==> src/rtl/m_req_tile_decoder_pkg.sv <==
// Shared types, encodings and helpers for the MLSU request tile pre-decoder.
package m_req_tile_decoder_pkg;

  localparam int ELEN     = 32;
  localparam int MLEN_DEF = 256;
  localparam int TILE_W   = $clog2(MLEN_DEF + 1);

  typedef logic [ELEN-1:0] elen_t;

  localparam logic [1:0] MOP_ROW = 2'd0;
  localparam logic [1:0] MOP_COL = 2'd1;
  localparam logic [1:0] MOP_2D  = 2'd2;
  localparam logic [1:0] MOP_ILL = 2'd3;

  typedef enum logic [2:0] {
    MODE_NONE = 3'b000,
    MODE_ROW  = 3'b001,
    MODE_COL  = 3'b010,
    MODE_2D   = 3'b100
  } m_mode_oh_e;

  typedef enum logic {
    S_IDLE    = 1'b0,
    S_PRE_DEC = 1'b1
  } predec_state_e;

  typedef struct packed {
    logic [3:0]        reqId;
    logic [1:0]        mop;
    elen_t             baseAddr;
    logic [1:0]        sew;
    logic [2:0]        md;
    elen_t             stride;
    logic [8:0]        vl;
    logic [TILE_W-1:0] tile;
    logic              isLoad;
    logic              vm;
  } mlsu_init_req_t;

  typedef struct packed {
    logic [3:0]        reqId;
    logic [1:0]        mop;
    elen_t             baseAddr;
    logic [1:0]        sew;
    logic [2:0]        md;
    elen_t             stride;
    logic [8:0]        vl;
    logic [TILE_W-1:0] tile;
    logic              isLoad;
    logic              vm;
    m_mode_oh_e        mode;
    logic [TILE_W-1:0] tileIdx;
    logic              isLast;
  } mlsu_predec_req_t;

  // Address increment applied after every emitted tile slice.
  function automatic elen_t addr_step(input logic [1:0] mop, input logic [1:0] sew,
                                      input elen_t stride);
    case (mop)
      MOP_ROW: return elen_t'(1) << sew;
      MOP_COL: return stride;
      default: return stride << sew;
    endcase
  endfunction

  // One-hot mode tag for a legal mop; illegal mops never reach the queue.
  function automatic m_mode_oh_e mop_to_mode(input logic [1:0] mop);
    case (mop)
      MOP_ROW: return MODE_ROW;
      MOP_COL: return MODE_COL;
      MOP_2D:  return MODE_2D;
      default: return MODE_NONE;
    endcase
  endfunction

endpackage

==> src/rtl/m_req_tile_decoder_if.sv <==
// Requester-side and downstream-side handshake bundle of the tile pre-decoder.
interface m_req_tile_decoder_if #(
  parameter int NUM_PORTS = 2
);
  import m_req_tile_decoder_pkg::*;

  logic [NUM_PORTS-1:0] req_valid;
  logic [NUM_PORTS-1:0] req_ready;
  mlsu_init_req_t       req [NUM_PORTS];
  logic                 flush;
  logic                 preDec_req_valid;
  logic                 preDec_req_ready;
  mlsu_predec_req_t     preDec_req;
  logic                 busy;
  logic                 err;

  modport master (
    output req_valid, req, flush, preDec_req_ready,
    input  req_ready, preDec_req_valid, preDec_req, busy, err
  );

  modport slave (
    input  req_valid, req, flush, preDec_req_ready,
    output req_ready, preDec_req_valid, preDec_req, busy, err
  );

endinterface

==> src/rtl/m_req_tile_decoder_queue.sv <==
// Registered first-in first-out queue; a full queue still accepts when the head leaves.
module QueueFlow #(
  parameter type T     = logic,
  parameter int  DEPTH = 2
) (
  input  logic clk_i,
  input  logic rst_i,
  input  logic enq_valid_i,
  output logic enq_ready_o,
  input  T     enq_data_i,
  output logic deq_valid_o,
  input  logic deq_ready_i,
  output T     deq_data_o
);

  localparam int PTR_W = (DEPTH > 1) ? $clog2(DEPTH) : 1;
  localparam int CNT_W = $clog2(DEPTH + 1);

  T                 mem_q [DEPTH];
  logic [PTR_W-1:0] wr_ptr_q;
  logic [PTR_W-1:0] rd_ptr_q;
  logic [CNT_W-1:0] count_q;
  logic             full;
  logic             enq_fire;
  logic             deq_fire;

  function automatic logic [PTR_W-1:0] bump(input logic [PTR_W-1:0] p);
    return (p == PTR_W'(DEPTH - 1)) ? '0 : p + 1'b1;
  endfunction

  assign full        = (count_q == CNT_W'(DEPTH));
  assign deq_valid_o = (count_q != '0);
  assign enq_ready_o = !full || deq_ready_i;
  assign enq_fire    = enq_valid_i && enq_ready_o;
  assign deq_fire    = deq_valid_o && deq_ready_i;
  assign deq_data_o  = mem_q[rd_ptr_q];

  // Storage, pointers and occupancy; reset also serves as the flush clear.
  always_ff @(posedge clk_i) begin
    if (rst_i) begin
      wr_ptr_q <= '0;
      rd_ptr_q <= '0;
      count_q  <= '0;
      for (int i = 0; i < DEPTH; i++) begin
        mem_q[i] <= '0;
      end
    end else begin
      if (enq_fire) begin
        mem_q[wr_ptr_q] <= enq_data_i;
        wr_ptr_q        <= bump(wr_ptr_q);
      end
      if (deq_fire) begin
        rd_ptr_q <= bump(rd_ptr_q);
      end
      if (enq_fire && !deq_fire) begin
        count_q <= count_q + 1'b1;
      end else if (!enq_fire && deq_fire) begin
        count_q <= count_q - 1'b1;
      end
    end
  end

endmodule

==> src/rtl/m_req_tile_decoder.sv <==
// MLSU request pre-decoder: round-robin grant, then one queued request per tile slice.
module m_req_tile_decoder #(
  parameter int MLEN      = 256,
  parameter int NUM_PORTS = 2,
  parameter int DEPTH     = 2
) (
  input  logic                 clk_i,
  input  logic                 rst_i,
  m_req_tile_decoder_if.slave  bus
);
  import m_req_tile_decoder_pkg::*;

  localparam int PTR_W = (NUM_PORTS > 1) ? $clog2(NUM_PORTS) : 1;
  localparam int CNT_W = $clog2(MLEN + 1);

  predec_state_e    state_q, state_d;
  logic [PTR_W-1:0] rr_ptr_q, rr_ptr_d;
  mlsu_init_req_t   lat_q, lat_d;
  elen_t            iter_addr_q, iter_addr_d;
  logic [CNT_W-1:0] tile_cnt_q, tile_cnt_d;
  logic [CNT_W-1:0] tile_idx_q, tile_idx_d;
  logic             err_q, err_d;

  logic             grant_found;
  logic [PTR_W-1:0] grant_idx;
  logic [PTR_W-1:0] arb_cand;
  logic             accept;
  logic             enq_valid;
  logic             enq_ready;
  mlsu_predec_req_t enq_data;
  mlsu_init_req_t   granted_req;

  // Pick the first valid port at or after the round-robin pointer.
  always_comb begin
    grant_found = 1'b0;
    grant_idx   = '0;
    arb_cand    = '0;
    for (int i = 0; i < NUM_PORTS; i++) begin
      arb_cand = PTR_W'((int'(rr_ptr_q) + i) % NUM_PORTS);
      if (!grant_found && bus.req_valid[arb_cand]) begin
        grant_found = 1'b1;
        grant_idx   = arb_cand;
      end
    end
  end

  // Acceptance only while idle, never during flush or reset.
  always_comb begin
    bus.req_ready = '0;
    accept        = 1'b0;
    if (state_q == S_IDLE && grant_found && !bus.flush && !rst_i) begin
      bus.req_ready[grant_idx] = 1'b1;
      accept                   = 1'b1;
    end
  end

  assign granted_req = bus.req[grant_idx];

  // Next-state logic: latch on grant, then walk the tile slices one per enqueue.
  always_comb begin
    state_d     = state_q;
    rr_ptr_d    = rr_ptr_q;
    lat_d       = lat_q;
    iter_addr_d = iter_addr_q;
    tile_cnt_d  = tile_cnt_q;
    tile_idx_d  = tile_idx_q;
    err_d       = 1'b0;
    enq_valid   = 1'b0;
    case (state_q)
      S_IDLE: begin
        if (accept) begin
          lat_d       = granted_req;
          iter_addr_d = granted_req.baseAddr << 1;
          tile_cnt_d  = CNT_W'(granted_req.tile);
          tile_idx_d  = '0;
          rr_ptr_d    = (grant_idx == PTR_W'(NUM_PORTS - 1)) ? '0 : grant_idx + 1'b1;
          if (granted_req.mop == MOP_ILL) begin
            err_d = 1'b1;
          end else if (granted_req.tile != '0) begin
            state_d = S_PRE_DEC;
          end
        end
      end
      S_PRE_DEC: begin
        enq_valid = !bus.flush;
        if (enq_ready) begin
          iter_addr_d = iter_addr_q + addr_step(lat_q.mop, lat_q.sew, lat_q.stride);
          tile_cnt_d  = tile_cnt_q - CNT_W'(1);
          tile_idx_d  = tile_idx_q + CNT_W'(1);
          if (tile_cnt_q == CNT_W'(1)) begin
            state_d = S_IDLE;
          end
        end
      end
      default: state_d = S_IDLE;
    endcase
    if (bus.flush) begin
      state_d = S_IDLE;
      err_d   = 1'b0;
    end
  end

  // Build the pre-decoded slice from the latched request and iteration state.
  always_comb begin
    enq_data          = '0;
    enq_data.reqId    = lat_q.reqId;
    enq_data.mop      = lat_q.mop;
    enq_data.baseAddr = iter_addr_q;
    enq_data.sew      = lat_q.sew;
    enq_data.md       = lat_q.md;
    enq_data.stride   = lat_q.stride;
    enq_data.vl       = lat_q.vl;
    enq_data.tile     = lat_q.tile;
    enq_data.isLoad   = lat_q.isLoad;
    enq_data.vm       = lat_q.vm;
    enq_data.mode     = mop_to_mode(lat_q.mop);
    enq_data.tileIdx  = TILE_W'(tile_idx_q);
    enq_data.isLast   = (tile_cnt_q == CNT_W'(1));
  end

  // State register and iteration registers.
  always_ff @(posedge clk_i) begin
    if (rst_i) begin
      state_q     <= S_IDLE;
      rr_ptr_q    <= '0;
      lat_q       <= '0;
      iter_addr_q <= '0;
      tile_cnt_q  <= '0;
      tile_idx_q  <= '0;
      err_q       <= 1'b0;
    end else begin
      state_q     <= state_d;
      rr_ptr_q    <= rr_ptr_d;
      lat_q       <= lat_d;
      iter_addr_q <= iter_addr_d;
      tile_cnt_q  <= tile_cnt_d;
      tile_idx_q  <= tile_idx_d;
      err_q       <= err_d;
    end
  end

  QueueFlow #(
    .T     (mlsu_predec_req_t),
    .DEPTH (DEPTH)
  ) u_queue (
    .clk_i       (clk_i),
    .rst_i       (rst_i | bus.flush),
    .enq_valid_i (enq_valid),
    .enq_ready_o (enq_ready),
    .enq_data_i  (enq_data),
    .deq_valid_o (bus.preDec_req_valid),
    .deq_ready_i (bus.preDec_req_ready),
    .deq_data_o  (bus.preDec_req)
  );

  assign bus.busy = (state_q != S_IDLE) || bus.preDec_req_valid;
  assign bus.err  = err_q;

endmodule
==> src/flat_wrapper.sv <==
// flat-port wrapper written by rule: the top's interface ports become plain ports
module m_req_tile_decoder_flat import m_req_tile_decoder_pkg::*;
#(
  parameter int MLEN      = 256,
  parameter int NUM_PORTS = 2,
  parameter int DEPTH     = 2
)
  (clk_i, rst_i, bus_req_valid, bus_req, bus_flush, bus_preDec_req_ready, bus_req_ready, bus_preDec_req_valid, bus_preDec_req, bus_busy, bus_err);
  m_req_tile_decoder_if #(.NUM_PORTS(NUM_PORTS)) bus_i ();
  input  logic clk_i;
  input  logic rst_i;
  input wire logic [$bits(bus_i.req_valid)-1:0] bus_req_valid;
  input wire logic [$bits(bus_i.req)-1:0] bus_req;
  input wire logic [$bits(bus_i.flush)-1:0] bus_flush;
  input wire logic [$bits(bus_i.preDec_req_ready)-1:0] bus_preDec_req_ready;
  output wire logic [$bits(bus_i.req_ready)-1:0] bus_req_ready;
  output wire logic [$bits(bus_i.preDec_req_valid)-1:0] bus_preDec_req_valid;
  output wire logic [$bits(bus_i.preDec_req)-1:0] bus_preDec_req;
  output wire logic [$bits(bus_i.busy)-1:0] bus_busy;
  output wire logic [$bits(bus_i.err)-1:0] bus_err;
  assign bus_i.req_valid = bus_req_valid;
  assign bus_i.req = {>>{bus_req}};
  assign bus_i.flush = bus_flush;
  assign bus_i.preDec_req_ready = bus_preDec_req_ready;
  assign bus_req_ready = bus_i.req_ready;
  assign bus_preDec_req_valid = bus_i.preDec_req_valid;
  assign bus_preDec_req = bus_i.preDec_req;
  assign bus_busy = bus_i.busy;
  assign bus_err = bus_i.err;
  m_req_tile_decoder #(.MLEN(MLEN), .NUM_PORTS(NUM_PORTS), .DEPTH(DEPTH)) u_core (.clk_i(clk_i), .rst_i(rst_i), .bus(bus_i));
endmodule
==> config.mk <==
export PLATFORM = sky130hd
export DESIGN_NAME = m_req_tile_decoder_flat
export DESIGN_NICKNAME = d
export VERILOG_FILES = /design/src/rtl/m_req_tile_decoder_pkg.sv /design/src/rtl/m_req_tile_decoder_if.sv /design/src/rtl/m_req_tile_decoder_queue.sv /design/src/rtl/m_req_tile_decoder.sv /design/src/flat_wrapper.sv
export SDC_FILE = /design/constraint.sdc
export NUM_CORES = 1
export LEC_CHECK = 0
export ABC_AREA = 1
export CORE_ASPECT_RATIO = 1.5
export CORE_UTILIZATION = 50
export DETAILED_ROUTE_END_ITERATION = 8
export DONT_BUFFER_PORTS = 1
export PLACE_DENSITY_LB_ADDON = 0.08
export SYNTH_ARGS = -nofsm -noshare
export SYNTH_HDL_FRONTEND = slang
export SYNTH_SLANG_ARGS = --single-unit
export TNS_END_PERCENT = 100
==> constraint.sdc <==
create_clock -name clk_i -period 6.6 [get_ports clk_i]
set_input_delay 1.32 -clock clk_i [delete_from_list [all_inputs] [get_ports clk_i]]
set_output_delay 1.32 -clock clk_i [all_outputs]
set_load 0.1 [all_outputs]
Word-level counts from Yosys, hierarchy flattened
Memory sizes are Yosys's and may differ from the RTL's. A register that Yosys moved wholly into a read port is not among the register bits.
Index checks and enable logic that the tools add are counted.
Word-level totals
  register bits: 120
  RAM bits: 216
  output and inout port bits: 113
  word-level logic and storage cells: 123
  memories: 1
Cells by class
  add/subtract/negate cells: 9
  order comparisons: 5
  eq/ne operators: 7
  shifts and indexed selects: 2
  mux-type cells: 51
  bitwise logic cells: 4
  reduce and logical (&&, ||, !) cells: 26
Memories
  u_core.u_queue.mem_q: words 2, width 108, rd ports 1, clocked after Yosys merged registers in 1, write ports 2, RTL line m_req_tile_decoder_queue.sv:19  | T mem_q [DEPTH];
Operators with widths (count)
  two-way mux 95 bit: 3
  two-way mux 32 bit: 4
  one-hot mux 32 bit (2 select lines): 2
  two-way mux 108 bit: 1
  OR reduction 108 bit: 1
  two-way mux 9 bit: 4
  one-hot mux 9 bit (2 select lines): 2
  adder 32 bit: 1
  left shift 1 x 2 -> 32 bit (first input constant): 1
  left shift 32 x 2 -> 32 bit: 1
  two-way mux 1 bit: 29
  adder 9 x 1 -> 9 bit (second input constant): 1
  == test 9 x 1 -> 1 bit (second input constant): 1
  logical AND 1 bit: 9
  one-hot mux 3 bit (3 select lines): 1
  nonzero test 9 bit: 1
  subtractor 9 x 1 -> 9 bit (second input constant): 1
  == test 2 bit (second input constant): 3
  logical NOT 1 bit: 6
  < comparator 1 x 2 -> 1 bit (second input constant): 3
  two-way mux 2 bit: 3
  adder 1 bit (second input constant): 4
  AND reduction 2 bit: 2
  nonzero test 2 bit: 2
  16 further kinds: 18

Logic depth before layout (Yosys ltp)
  depth in word-level cells: 15
  gate-level depth with buffers: 21
  gate-level depth less buffers: 20

Hierarchy
Synthesis repeated with hierarchy kept, for this count alone.
Unflattened totals
  cells, all modules: 2205
  area, all modules: 18257.5 µm²
By module, submodules not included
  QueueFlow: times used 1, cells each 723, area an instance 9397.8 µm², seq. area each 6586.3 µm²
  m_req_tile_decoder: times used 1, cells each 1482, area an instance 8859.7 µm², seq. area each 2322.2 µm²

Worst setup path after synthesis
Ideal clock, no wire load.
  path type: input -> register
  start: input port bus_preDec_req_ready
  end: memory u_core.u_queue.mem_q[0][0] (netlist bit), enable pin
  setup time: 0.986 ns
  arrival time: 3.932 ns
  required time: 5.614 ns
  slack: 1.682 ns
  stages on the path: 9
  path buffers: 3
  cells stage by stage: inv_1 > nand3_1 > nand2_1 > inv_1 > nand3_1 > buf_2 > buf_2 > buf_6 > nand2_1
RTL lines
  start, declared: RTL line flat_wrapper.sv:15  | input wire logic [$bits(bus_i.preDec_req_ready)-1:0] bus_preDec_req_ready;
  end, declared: RTL line m_req_tile_decoder_queue.sv:19

Worst setup path in the final report
  start: input port bus_flush
  end: output port bus_req_ready[0]
On the way
  cells in the longest elaborated chain, start to end: 4
RTL lines
  start, declared: RTL line flat_wrapper.sv:14  | input wire logic [$bits(bus_i.flush)-1:0] bus_flush;
  logical NOT 1 bit: RTL line m_req_tile_decoder.sv:51  | if (state_q == S_IDLE && grant_found && !bus.flush && !rst_i) begin
  logical AND 1 bit (2 in series): RTL line m_req_tile_decoder.sv:51
  two-way mux 2 bit: RTL line m_req_tile_decoder.sv:51
  end, declared: RTL line flat_wrapper.sv:16  | output wire logic [$bits(bus_i.req_ready)-1:0] bus_req_ready;
Every way passes these cells.

==> metrics <==
top routing layer used met4; number of global-route vias before repair 13.6k; worst-skew pair later-pin latency 0.54 ns; TNS Setup 0 ns; leakage 8.01 nW; Via Count 14.2k; core footprint 0.0357 sq mm; # fillers 3,393; Syn-to-layout area delta 8.18%; area share of fa/ha/maj cells after synthesis 2.67%; final period utilization 65.2%; Crit Path Class input pin to output port; HP Class flop to flop; RePlAce Congestion 0.908; DR WL/cell 20.0 um; unrepaired setup endpoints after global routing no; Post-synth top cells nand2_1, nor2_1, inv_1; row count 85; CP Launch Type input pin; placed insts 2,547; met1 wire length 20,600 um; GRT overflow 0; top cells by area, synth edfxtp_1, dfxtp_1, nand2_1, nor2_1, mux2_2; most common cell in the synthesized netlist nand2_1; drt first pass iters 7; Storage cell area 0.00891 sq mm; largest net degree at the start of global routing 88; Resize count post-CTS 0; Antenna diodes 0; main flop type after synthesis edfxtp_1; post-synthesis mux area share 6.83%; multi-input logic area 0.00766 sq mm; cts hold-fix bufs 0; hpwl dp 37,200 um; actual slew at the worst max-slew pin 1.03 ns; pre-CTS setup slack 2.19 ns; placed cell areas 0.0184 sq mm; Antenna Nets Post-Route 0; Ys Warns 0; PwrDens 272 mW/mm^2; Final Hold Vio Count 0; Clk pin slew, worst setup/hold paths 0.06 ns; FF-to-FF path depth 16; xor/xnor share of the synthesized area 0.774%; CP max FO 19; number of synthesized flops with an enable pin 216; unique cell type count in the Yosys netlist 49; reg-to-reg slack, setup 2.65 ns; post-synthesis cell area 0.0181 sq mm; post-DR vias/cell 5.43; Fmax achieved 232 MHz; num ports 309; Avg Cell Area, Syn 8.41 sq um; largest family of logic cells by synthesized area simple AND/OR/NAND/NOR gates; WL final 52,200 um; DIE AREA 0.0370 sq mm; minimum clock period 4.31 ns; syn_nets 2,388; clk_skew 0.0183 ns; CTS tree built; GRT Overall Usage 28.2%; Die Ht 235 um; Required @ worst endpoint 5.28 ns; synthesized flop and latch total 337; Layout Cells excl Fill 2,611; Die X-Extent 157 um; Port Buf Inserts 0; top cell type's share of synthesized area 35.8%; met3 wire length 2500 um; DR WL met2 27,300 um; DRC 0; CTS Buffer Depth 3; Num CTS Buffers 35; Max rail drop VDD 0.000200 V; Synth Area in Simple Gates 21.0%; max_cap viols 0; worst endpoint data arrival time 2.99 ns; Final Cell Area 0.0196 sq mm; status completed; Synth Area in Compound Gates 10.8%; initial antenna violation count 0; max-slew violation count 0; H-tree levels 2; Initial Util 50.7%; Root Driver clkbuf_16; first-pass GRT wire length 77,900 um; Post-Syn Instances 2,154; leading area contributor after synthesis edfxtp_1; fin nets 2,340; sequential-to-total area share from yosys stat 49.2%; postcts setup bufs 0; # setup viols final 0; worst setup margin 2.29 ns; critical path endpoint category output port; Rel. slew slack 30.9%; Worst Hold Depth 2; fraction of layout cells with a size suffix above 1 11.7%; asr flop ratio synth 0%; Sink Count 337; iteration-0 DRC count of the detailed router 965
[cell type report]
cell class	count	area share, %
Timing Repair Buffer	20	0.830
Tap cell	478	3.05
Clock buffer	50	5.17
Inverter	281	5.40
Clock inverter	14	0.977
Multi-Input combinational cell	1431	39.1
Sequential cell	337	45.5
[path summary, 6_finish.rpt]
check / start / end
max: bus_flush / bus_req_ready[0]
min: u_core.u_queue.rd_ptr_q$_SDFFE_PP0P_ / flop
max reg2reg: u_core.enq_data[102]$_SDFFE_PP0P_ / u_core.iter_addr_q[23]$_SDFFE_PP0P_
min reg2reg: u_core.u_queue.rd_ptr_q$_SDFFE_PP0P_ / flop
[registers in the layout (all words and copies together), names as in the netlist, named ones only]
| register | flops |
|---|---|
| u_core.u_queue.mem_q | 216 |
| u_core.enq_data | 63 |
| u_core.iter_addr_q | 32 |
| u_core.tile_cnt_q | 9 |
| u_core.tile_idx_q | 9 |
| u_core.u_queue.count_q | 2 |
| u_core.bus.err | 1 |
| u_core.rr_ptr_q | 1 |
| u_core.state_q | 1 |
| u_core.u_queue.rd_ptr_q | 1 |
| u_core.u_queue.wr_ptr_q | 1 |
[placed cells by master (no fill, tap or decap), types with 3 or more instances in the layout]
master / Yosys / routed
bufinv_16: 0 / 3
a31oi_1: 53 / 53
nor2_4: 9 / 9
ha_1: 37 / 37
a21oi_1: 76 / 76
mux2_2: 108 / 108
nor2_2: 16 / 16
clkbuf_8: 0 / 6
nand4_1: 5 / 5
clkbuf_16: 0 / 36
a221oi_2: 12 / 12
a22oi_1: 10 / 10
buf_4: 3 / 19
clkbuf_1: 27 / 8
o21ai_1: 9 / 9
nor3_1: 11 / 11
nand2_4: 1 / 3
o21ai_0: 110 / 110
xor2_1: 15 / 15
nor2_1: 355 / 355
dfxtp_1: 121 / 120
inv_1: 270 / 270
o21bai_1: 12 / 12
inv_2: 10 / 10
a211oi_1: 3 / 3
o22ai_1: 24 / 24
edfxtp_1: 216 / 216
o21ai_2: 4 / 4
nand3_1: 59 / 57
nand2_1: 473 / 471
clkinv_2: 0 / 5
nand2_2: 3 / 3
[per-stage QoR]
step	hold WS, ns	total power, mW	util, %
CTS	0.468	5.37	54.8
global route	0.498	5.53	54.8
floorplan	0.447	3.13	-
detailed placement	0.456	3.32	51.5
finish	0.467	5.33	54.8
global placement	0.445	3.31	51.5
[per-layer routing]
metal / track usage, % / vias to the layer above
met2: 51.5 / 416
li1: - / 6961
met5: 0 / -
met4: 11.0 / 0
met3: 3.56 / 75
met1: 32.8 / 6713
[power by group]
group / internal (mW) / switching (mW) / leakage [nW] / total [mW]
combinational: 0.195 / 0.681 / 4.03 / 0.876
sequential: 2.34 / 0.0559 / 3.40 / 2.40
clock: 1.21 / 0.855 / 0.587 / 2.06
[critical path: stages]
cell,delay [ns]
nor2_4,0.32
nand2_2,0.43
nor2_4,0.50
buf_4,0.38
[cells by family after synthesis]
logic type | count (synthesis)
buffers and inverters | 386
AND/OR/NAND/NOR | 943
XOR/XNOR | 16
AO/OA/AOI/OAI | 324
flip-flops | 337
adder cells (fa/ha/maj) | 38
multiplexers | 110
Note: power is estimated with default switching activity, not from simulation.
